## src/rtl/fetch_unit.sv

```systemverilog
// Instruction fetch stage: loads a program into the 64x16 RAM while idle, then
// streams words at PC to decode over a valid/ready handshake until HALT_OP.
module fetch_unit #(
    parameter int unsigned       AW      = 6,
    parameter int unsigned       DW      = 16,
    parameter logic [DW-1:0]     HALT_OP = 16'hFFFF
) (
    input  logic          clk_i,
    input  logic          rst_i,
    input  logic          start_i,
    input  logic          ld_valid_i,
    input  logic [DW-1:0] ld_data_i,
    output logic          ld_full_o,
    output logic [AW-1:0] mem_addr_o,
    output logic [DW-1:0] mem_d_o,
    output logic          mem_w_o,
    output logic          mem_r_o,
    output logic          mem_e_o,
    input  logic [DW-1:0] mem_q_i,
    input  logic          br_taken_i,
    input  logic [AW-1:0] br_target_i,
    output logic [DW-1:0] ir_o,
    output logic [AW-1:0] ir_pc_o,
    output logic          ir_valid_o,
    input  logic          ir_ready_i,
    output logic          halted_o
);

    // state  | meaning
    // S_IDLE | accept load words into RAM, wait for start
    // S_RUN  | fetch at PC into IR, honour backpressure and redirects
    // S_HALT | HALT word captured; no further fetches until reset
    typedef enum logic [1:0] {S_IDLE, S_RUN, S_HALT} state_t;

    state_t        state_q, state_d;
    logic [AW-1:0] pc_q, pc_d;
    logic [AW-1:0] ld_ptr_q, ld_ptr_d;
    logic          ld_full_q, ld_full_d;
    logic [DW-1:0] ir_q, ir_d;
    logic [AW-1:0] ir_pc_q, ir_pc_d;
    logic          ir_valid_q, ir_valid_d;
    logic          ld_fire;
    logic          fetch_fire;

    always_ff @(posedge clk_i) begin
        if (rst_i) begin
            state_q    <= S_IDLE;
            pc_q       <= '0;
            ld_ptr_q   <= '0;
            ld_full_q  <= 1'b0;
            ir_q       <= '0;
            ir_pc_q    <= '0;
            ir_valid_q <= 1'b0;
        end else begin
            state_q    <= state_d;
            pc_q       <= pc_d;
            ld_ptr_q   <= ld_ptr_d;
            ld_full_q  <= ld_full_d;
            ir_q       <= ir_d;
            ir_pc_q    <= ir_pc_d;
            ir_valid_q <= ir_valid_d;
        end
    end

    always_comb begin
        state_d    = state_q;
        pc_d       = pc_q;
        ld_ptr_d   = ld_ptr_q;
        ld_full_d  = ld_full_q;
        ir_d       = ir_q;
        ir_pc_d    = ir_pc_q;
        ir_valid_d = ir_valid_q;
        ld_fire    = 1'b0;
        fetch_fire = 1'b0;
        mem_addr_o = '0;

        case (state_q)
            S_IDLE: begin
                mem_addr_o = ld_ptr_q;
                ld_fire    = ld_valid_i & ~ld_full_q;
                if (ld_fire) begin
                    ld_ptr_d = ld_ptr_q + 1'b1;
                    if (ld_ptr_q == '1) begin
                        ld_full_d = 1'b1;
                    end
                end
                if (start_i) begin
                    state_d = S_RUN;
                    pc_d    = '0;
                end
            end
            S_RUN: begin
                mem_addr_o = pc_q;
                fetch_fire = ~br_taken_i & (~ir_valid_q | ir_ready_i);
                // A redirect flushes IR even when decode is stalled.
                if (br_taken_i) begin
                    pc_d       = br_target_i;
                    ir_valid_d = 1'b0;
                end else if (fetch_fire) begin
                    ir_d       = mem_q_i;
                    ir_pc_d    = pc_q;
                    ir_valid_d = 1'b1;
                    pc_d       = pc_q + 1'b1;
                    if (mem_q_i == HALT_OP) begin
                        state_d = S_HALT;
                    end
                end
            end
            S_HALT: begin
                if (ir_ready_i) begin
                    ir_valid_d = 1'b0;
                end
            end
            default: state_d = S_IDLE;
        endcase
    end

    assign mem_w_o    = ld_fire;
    assign mem_r_o    = fetch_fire;
    assign mem_e_o    = ld_fire | fetch_fire;
    assign mem_d_o    = ld_data_i;
    assign ld_full_o  = ld_full_q;
    assign ir_o       = ir_q;
    assign ir_pc_o    = ir_pc_q;
    assign ir_valid_o = ir_valid_q;
    assign halted_o   = (state_q == S_HALT);

endmodule
```

## config.mk

```make
export PLATFORM = sky130hd
export DESIGN_NAME = fetch_unit
export DESIGN_NICKNAME = d
export VERILOG_FILES = /design/src/rtl/fetch_unit.sv
export SDC_FILE = /design/constraint.sdc
export NUM_CORES = 1
export LEC_CHECK = 0
export CELL_PAD_IN_SITES_DETAIL_PLACEMENT = 0
export CELL_PAD_IN_SITES_GLOBAL_PLACEMENT = 1
export CORE_MARGIN = 3
export CORE_UTILIZATION = 30
export CTS_BUF_LIST = sky130_fd_sc_hd__clkbuf_16
export DETAILED_ROUTE_END_ITERATION = 8
export PLACE_DENSITY = 0.94
export SETUP_SLACK_MARGIN = 0.02
export SYNTH_ARGS = -nofsm -noshare
export SYNTH_HDL_FRONTEND = slang
export SYNTH_SLANG_ARGS = --single-unit
```

## constraint.sdc

```tcl
create_clock -name clk_i -period 5.2 [get_ports clk_i]
set_clock_uncertainty 0.1 [all_clocks]
set_input_delay 1.3 -clock clk_i [delete_from_list [all_inputs] [get_ports clk_i]]
set_output_delay 1.3 -clock clk_i [all_outputs]
set_load 0.1 [all_outputs]
```

==> metrics, run 1 <==
hold path start=ir_o[13]; Critical Path Start Type=input port; CTS tree=done; pin count of the biggest net entering global routing=42; GPL Wtd Cong=around 0.85; post-synthesis register bit count=38; IO Port Bufs=61; fmax=237 MHz; Critical-path top delay cell=clkdlybuf4s50_1; Async S/R FF share, synth=0; P per Cell Area=297 nW/um^2; DRT Wirelength=4490 um; IO Pins=94; worst skew pair latency=0.27 ns; Top Usage Layer GRT=met2; Synth-to-Final Area Change=37.4%; Core Region=about 5700 um^2; drt initial violations=69; GR Util met1=0.170; Slew Viols, Final=0; Via Count=1626; first-pass GRT wire length=slightly below 8000 um; RSZ-0062 raised after global routing=false; vias in the first global route=1655; remaining design rule violation count=0; commonest non-fill, non-tap cell in the layout=clkdlybuf4s50_1; crit path kind=in -> out; gr ovfl total=0; DRT antenna net count=0; fin crit period=4.23 ns; Via density=4.75; Rel. slew slack=0.338; Synth Cell Area=1840 um^2; Synthesized Nets=approximately 270; n_diodes=0; Die Area=7120 um^2; crit path max fanout=24; Post-Synthesis Cells=227; YS warnings=0; layout cells sized above 1=0.0630; critical path required time=roughly 3.8 ns; status=finished clean; Die W=between 80 and 90 um; Clock Tree Root=clkbuf_16; FF/Latch Area=approximately 760 um^2; number of synthesized flops with an enable pin=0; Max clock buf depth=2; placed inst area=2400 um^2; clock slew at reported path FFs=0.05 ns; Final TNS setup=0 ns; nets=315; Leakage Power=0.909 nW; Starting Density=0.323; H-tree depth=2; area of the multi-input gates=887 um^2; initial antenna violation count=0; Least-Margin Pin Slew=between 0.9 and 1 ns; Max Cap Viol=0; CP endpoint kind=primary output; critical path data arrival time=2.83 ns; count of cell types in the netlist=36; Post-CTS Resized=0; Die H=84.4 um; GR Util met2=0.217; GRT Total Usage=0.130; Final Hold Viols=0; worst min path class=reg -> reg; Syn Area/Cell=between 8 and 9 um^2; Bufs and invs on worst path=3; ys flop type=dfxtp_1; CTS Buf Count=5; fillers=561; CP cell instances=clkdlybuf4s50_1 > nor2b_1 > or3_1 > buf_4 > nand2b_1 > buf_12; maximum vdd drop=0.000132 V; final setup fails=0; Final period util=0.813; Worst R2R Start=state_q[0]; commonest cells after routing, fill and taps aside=clkdlybuf4s50_1, nand2_1, dfxtp_1, a21oi_1, nor2_1; fin area=2530 um^2; drt pass-1 iters=4; CTS Sinks=38; post-DP HPWL=3300 um; row count=27; Worst path max stage delay=approximately 0.52 ns; cts hold-fix bufs=0; Avg WL per Cell=13.1 um; Worst Setup SP=ir_ready_i; critical path's top delay family=buffers and inverters; met3 global-route usage=0.0393; Seq/Total Area, Yosys=0.412; Post-CTS Setup Repair Bufs=0
==> flip-flops by register name (all words and copies together) (netlist names) <==
signal	cells
ir_pc_o	6
pc_q	6
state_q	2
ir_valid_o	1
ld_ptr_q	6
ir_o	16
ld_full_o	1
==> worst register-to-register path, stage by stage, from the launching register on <==
cell	delay, ns
dfxtp_1	0.77
nand2b_2	0.21
or3_1	0.42
buf_4	0.24
o21ai_0	0.17
o2bb2ai_1	0.12
==> report_power, final <==
part | total [mW] | internal [mW] | switching [mW]
Sequential | 0.313 | 0.302 | 0.0112
Clock | 0.276 | 0.173 | 0.103
Combinational | 0.163 | 0.0543 | 0.109
Total | 0.752 | 0.529 | 0.224
==> stage by stage <==
stage               instances  total power [mW]  utilization  setup slack (ns)  hold WS [ns]
finish                    342             0.752        0.444             0.974         0.354
detailed placement        334             0.483        0.420             0.988         0.348
floorplan                 227             0.487            -             0.399         0.359
global placement          334             0.482        0.420              1.00         0.348
global route              342             0.787        0.444             0.931         0.381
CTS                       342             0.763        0.444             0.972         0.356
==> metal layers <==
metal / up-vias / wire length [um]
met5: - / 0
li1: 837 / -
met2: 33 / 2070
met4: 0 / 4
met1: 754 / 2150
met3: 2 / 264
==> cell families (layout without fill, tap and decap cells) <==
| group | after synthesis | in the layout | share of synthesized area |
|---|---|---|---|
| AOI/OAI and AO/OA | 42 | 42 | 0.138 |
| and+or+nand+nor | 99 | 99 | 0.252 |
| xor gates and xnor gates | 5 | 5 | 0.0237 |
| muxes | 10 | 10 | 0.0543 |
| adders and majority gates | 2 | 2 | 0.0136 |
| DFF | 38 | 38 | 0.412 |
| buffers and inverters | 31 | 74 | 0.107 |
==> synth_stat cells (4+ instances only) <==
cell type / instances / share of area
nand4_1: 5 / 0.017
mux2i_1: 10 / 0.054
nor2_1: 19 / 0.039
buf_4: 16 / 0.065
nor2b_1: 4 / 0.014
dfxtp_1: 38 / 0.41
xor2_1: 4 / 0.019
a21oi_1: 27 / 0.073
nand2_1: 50 / 0.10
o2bb2ai_1: 5 / 0.024
clkbuf_1: 8 / 0.016
nor3_1: 4 / 0.011
nand3_1: 4 / 0.011
==> final timing paths <==
| path | to | slack (ns) | cells after the start |
|---|---|---|---|
| max | mem_e_o | 0.97 | 6 |
| min | ir_o[13] | 0.35 | 2 |
| max reg2reg | pc_q[2] | 3.10 | 5 |
| min reg2reg | ir_o[13] | 0.35 | 2 |
==> final cells by class <==
cell class | count | area share
Clock buffer | 5 | 0.0494
Clock inverter | 3 | 0.00494
Inverter | 2 | 0.00346
Timing Repair Buffer | 64 | 0.257
Tap cell | 72 | 0.0355
Sequential cell | 38 | 0.300
Multi-Input combinational cell | 158 | 0.350
Note: power is estimated with default switching activity, not from simulation.
==> run 2, diff against run 1 <==
--- a/config.mk
+++ b/config.mk
@@ -8,10 +8,10 @@
 export CELL_PAD_IN_SITES_DETAIL_PLACEMENT = 0
 export CELL_PAD_IN_SITES_GLOBAL_PLACEMENT = 1
 export CORE_MARGIN = 3
-export CORE_UTILIZATION = 30
+export CORE_UTILIZATION = 27
 export CTS_BUF_LIST = sky130_fd_sc_hd__clkbuf_16
 export DETAILED_ROUTE_END_ITERATION = 8
-export PLACE_DENSITY = 0.94
+export PLACE_DENSITY = 0.86
 export SETUP_SLACK_MARGIN = 0.02
 export SYNTH_ARGS = -nofsm -noshare
 export SYNTH_HDL_FRONTEND = slang
==> constraint.sdc (replaced) <==
create_clock -name clk_i -period 4 [get_ports clk_i]
set_clock_uncertainty 0.1 [all_clocks]
set_input_delay 1 -clock clk_i [delete_from_list [all_inputs] [get_ports clk_i]]
set_output_delay 1 -clock clk_i [all_outputs]
set_load 0.1 [all_outputs]
==> run 2 against run 1 <==
Sequential power grew 29%. Register-to-register slack got worse by 1.3 ns. Cell area up 0.94%. First-iteration DRC count grew 46%. Hold slack got worse by 0.0011 ns. Clock power increased by 33%. Via count is 0.86% higher. Critical path type unchanged. Critical endpoint unchanged. Highest routed layer unchanged.
==> metrics, run 2 (synthesis results as in run 1) <==
Avg WL per Cell=13.5 um; clock slew at reported path FFs=approximately 0.06 ns; post-DP HPWL=3500 um; CTS Sinks=38; Rel. slew slack=0.335; drt initial violations=101; placed inst area=2420 um^2; FF/Latch Area=761 um^2; r2r setup slk=roughly 1.8 ns; IO Pins=94; Max Cap Viol=0; pin count of the biggest net entering global routing=28; crit path kind=in -> out; layout cells sized above 1=0.107; Final period util=0.907; GPL Wtd Cong=0.813; R2R Path End=ir_pc_o[5]; crit path max fanout=13; critical path data arrival time=2.53 ns; Post-CTS Setup Repair Bufs=0; Final TNS setup=0 ns; n_diodes=0; nets=318; Die W=88.6 um; area of the multi-input gates=890 um^2; P per Cell Area=~390 nW/um^2; Slew Viols, Final=0; Via Count=around 1.6k; Die H=88.6 um; fin crit period=3.63 ns; Via density=4.70; commonest cells after routing, fill and taps aside=clkdlybuf4s50_1, nand2_1, dfxtp_1, a21oi_1, nor2_1; remaining design rule violation count=0; Leakage Power=0.939 nW; Top Usage Layer GRT=met2; DRT antenna net count=0; met3 global-route usage=0.0363; Critical Path Start Type=input port; fillers=655; Worst Setup SP=ir_ready_i; RSZ-0062 raised after global routing=false; DRT Wirelength=4720 um; Clock Tree Root=clkbuf_16; Worst R2R Start=state_q[1]; status=finished clean; IO Port Bufs=61; Synth-to-Final Area Change=38.7%; Starting Density=0.284; Max clock buf depth=2; Worst R2R Path Depth=6; Die Area=approximately 8000 um^2; CTS Buf Count=5; first-pass GRT wire length=7580 um; CTS tree=done; Critical-path top delay cell=or3_1; row count=29; max reg flops=16; drt pass-1 iters=4; maximum vdd drop=0.000160 V; gr ovfl total=0; GRT Total Usage=0.123; fmax=276 MHz; final setup fails=0; vias in the first global route=1559; GR Util met1=0.174; Worst path max stage delay=0.55 ns; worst skew pair latency=0.27 ns; commonest non-fill, non-tap cell in the layout=clkdlybuf4s50_1; CP endpoint kind=primary output; endpoint of the most critical setup path=mem_e_o; fin area=2560 um^2; cts hold-fix bufs=0; Core Region=approximately 6500 um^2; critical path required time=2.90 ns; H-tree depth=2; CP cell instances=clkdlybuf4s50_1 > nor2b_1 > or3_1 > nand2b_2 > buf_12; Least-Margin Pin Slew=a little under 1 ns; Final Hold Viols=0; GR Util met2=0.184; Post-CTS Resized=0; worst min path class=reg -> reg; initial antenna violation count=0; Final Util=0.394
run 2: cell count changes in the layout (fill, tap and decap cells not counted):
cell,before,now
buf_12,2,3
nand2b_2,1,2
clkinv_1,1,0
nand2b_1,3,2
clkinv_2,2,3
clkdlybuf4s50_1,58,51
inv_1,2,1
buf_4,4,13
run 2: critical path, delay by kind of cell:
| family | cells | cell delay, ns |
|---|---|---|
| and+or+nand+nor | 3 | 0.82 |
| buffers and inverters | 2 | 0.70 |
run 2: worst min path at each step:
| stage | slack, ns | cells past startpoint | start | end |
|---|---|---|---|---|
| after floorplan | 0.36 | 2 | pc_q[5] | ir_pc_o[5] |
| after global placement | 0.34 | 2 | ir_o[12] | ir_o[12] |
| after detailed placement | 0.35 | 2 | ir_pc_o[5] | ir_pc_o[5] |
| after CTS | 0.35 | 2 | ir_pc_o[5] | ir_pc_o[5] |
| after global routing | 0.37 | 2 | ir_pc_o[1] | ir_pc_o[1] |
| final | 0.35 | 2 | ir_o[6] | ir_o[6] |
run 2: where the power goes:
part	leakage [nW]	internal [mW]	total, mW	switching [mW]
combinational	0.561	0.0741	0.221	0.147
sequential	0.309	0.392	0.403	0.0109
clock	0.0694	0.225	0.368	0.143
run 2: area by class of cell:
type,instances,area share
Tap cell,77,0.0377
Inverter,2,0.00342
Multi-Input combinational cell,158,0.348
Clock buffer,5,0.0489
Clock inverter,2,0.00391
Sequential cell,38,0.297
Timing Repair Buffer,67,0.261
run 2: through the flow:
step	hold WS, ns	power, mW	setup slack (ns)	instances
floorplan	0.359	0.634	0.0256	227
global placement	0.344	0.633	0.338	342
detailed placement	0.346	0.633	0.357	342
CTS	0.354	1.01	0.348	349
global route	0.373	1.03	0.280	349
finish	0.353	0.992	0.370	349
run 2: routing by layer:
| layer | share of wire | vias to the layer above |
|---|---|---|
| met4 | 0.0066 | 0 |
| li1 | - | 842 |
| met1 | 0.48 | 755 |
| met5 | 0 | - |
| met3 | 0.055 | 4 |
| met2 | 0.46 | 39 |
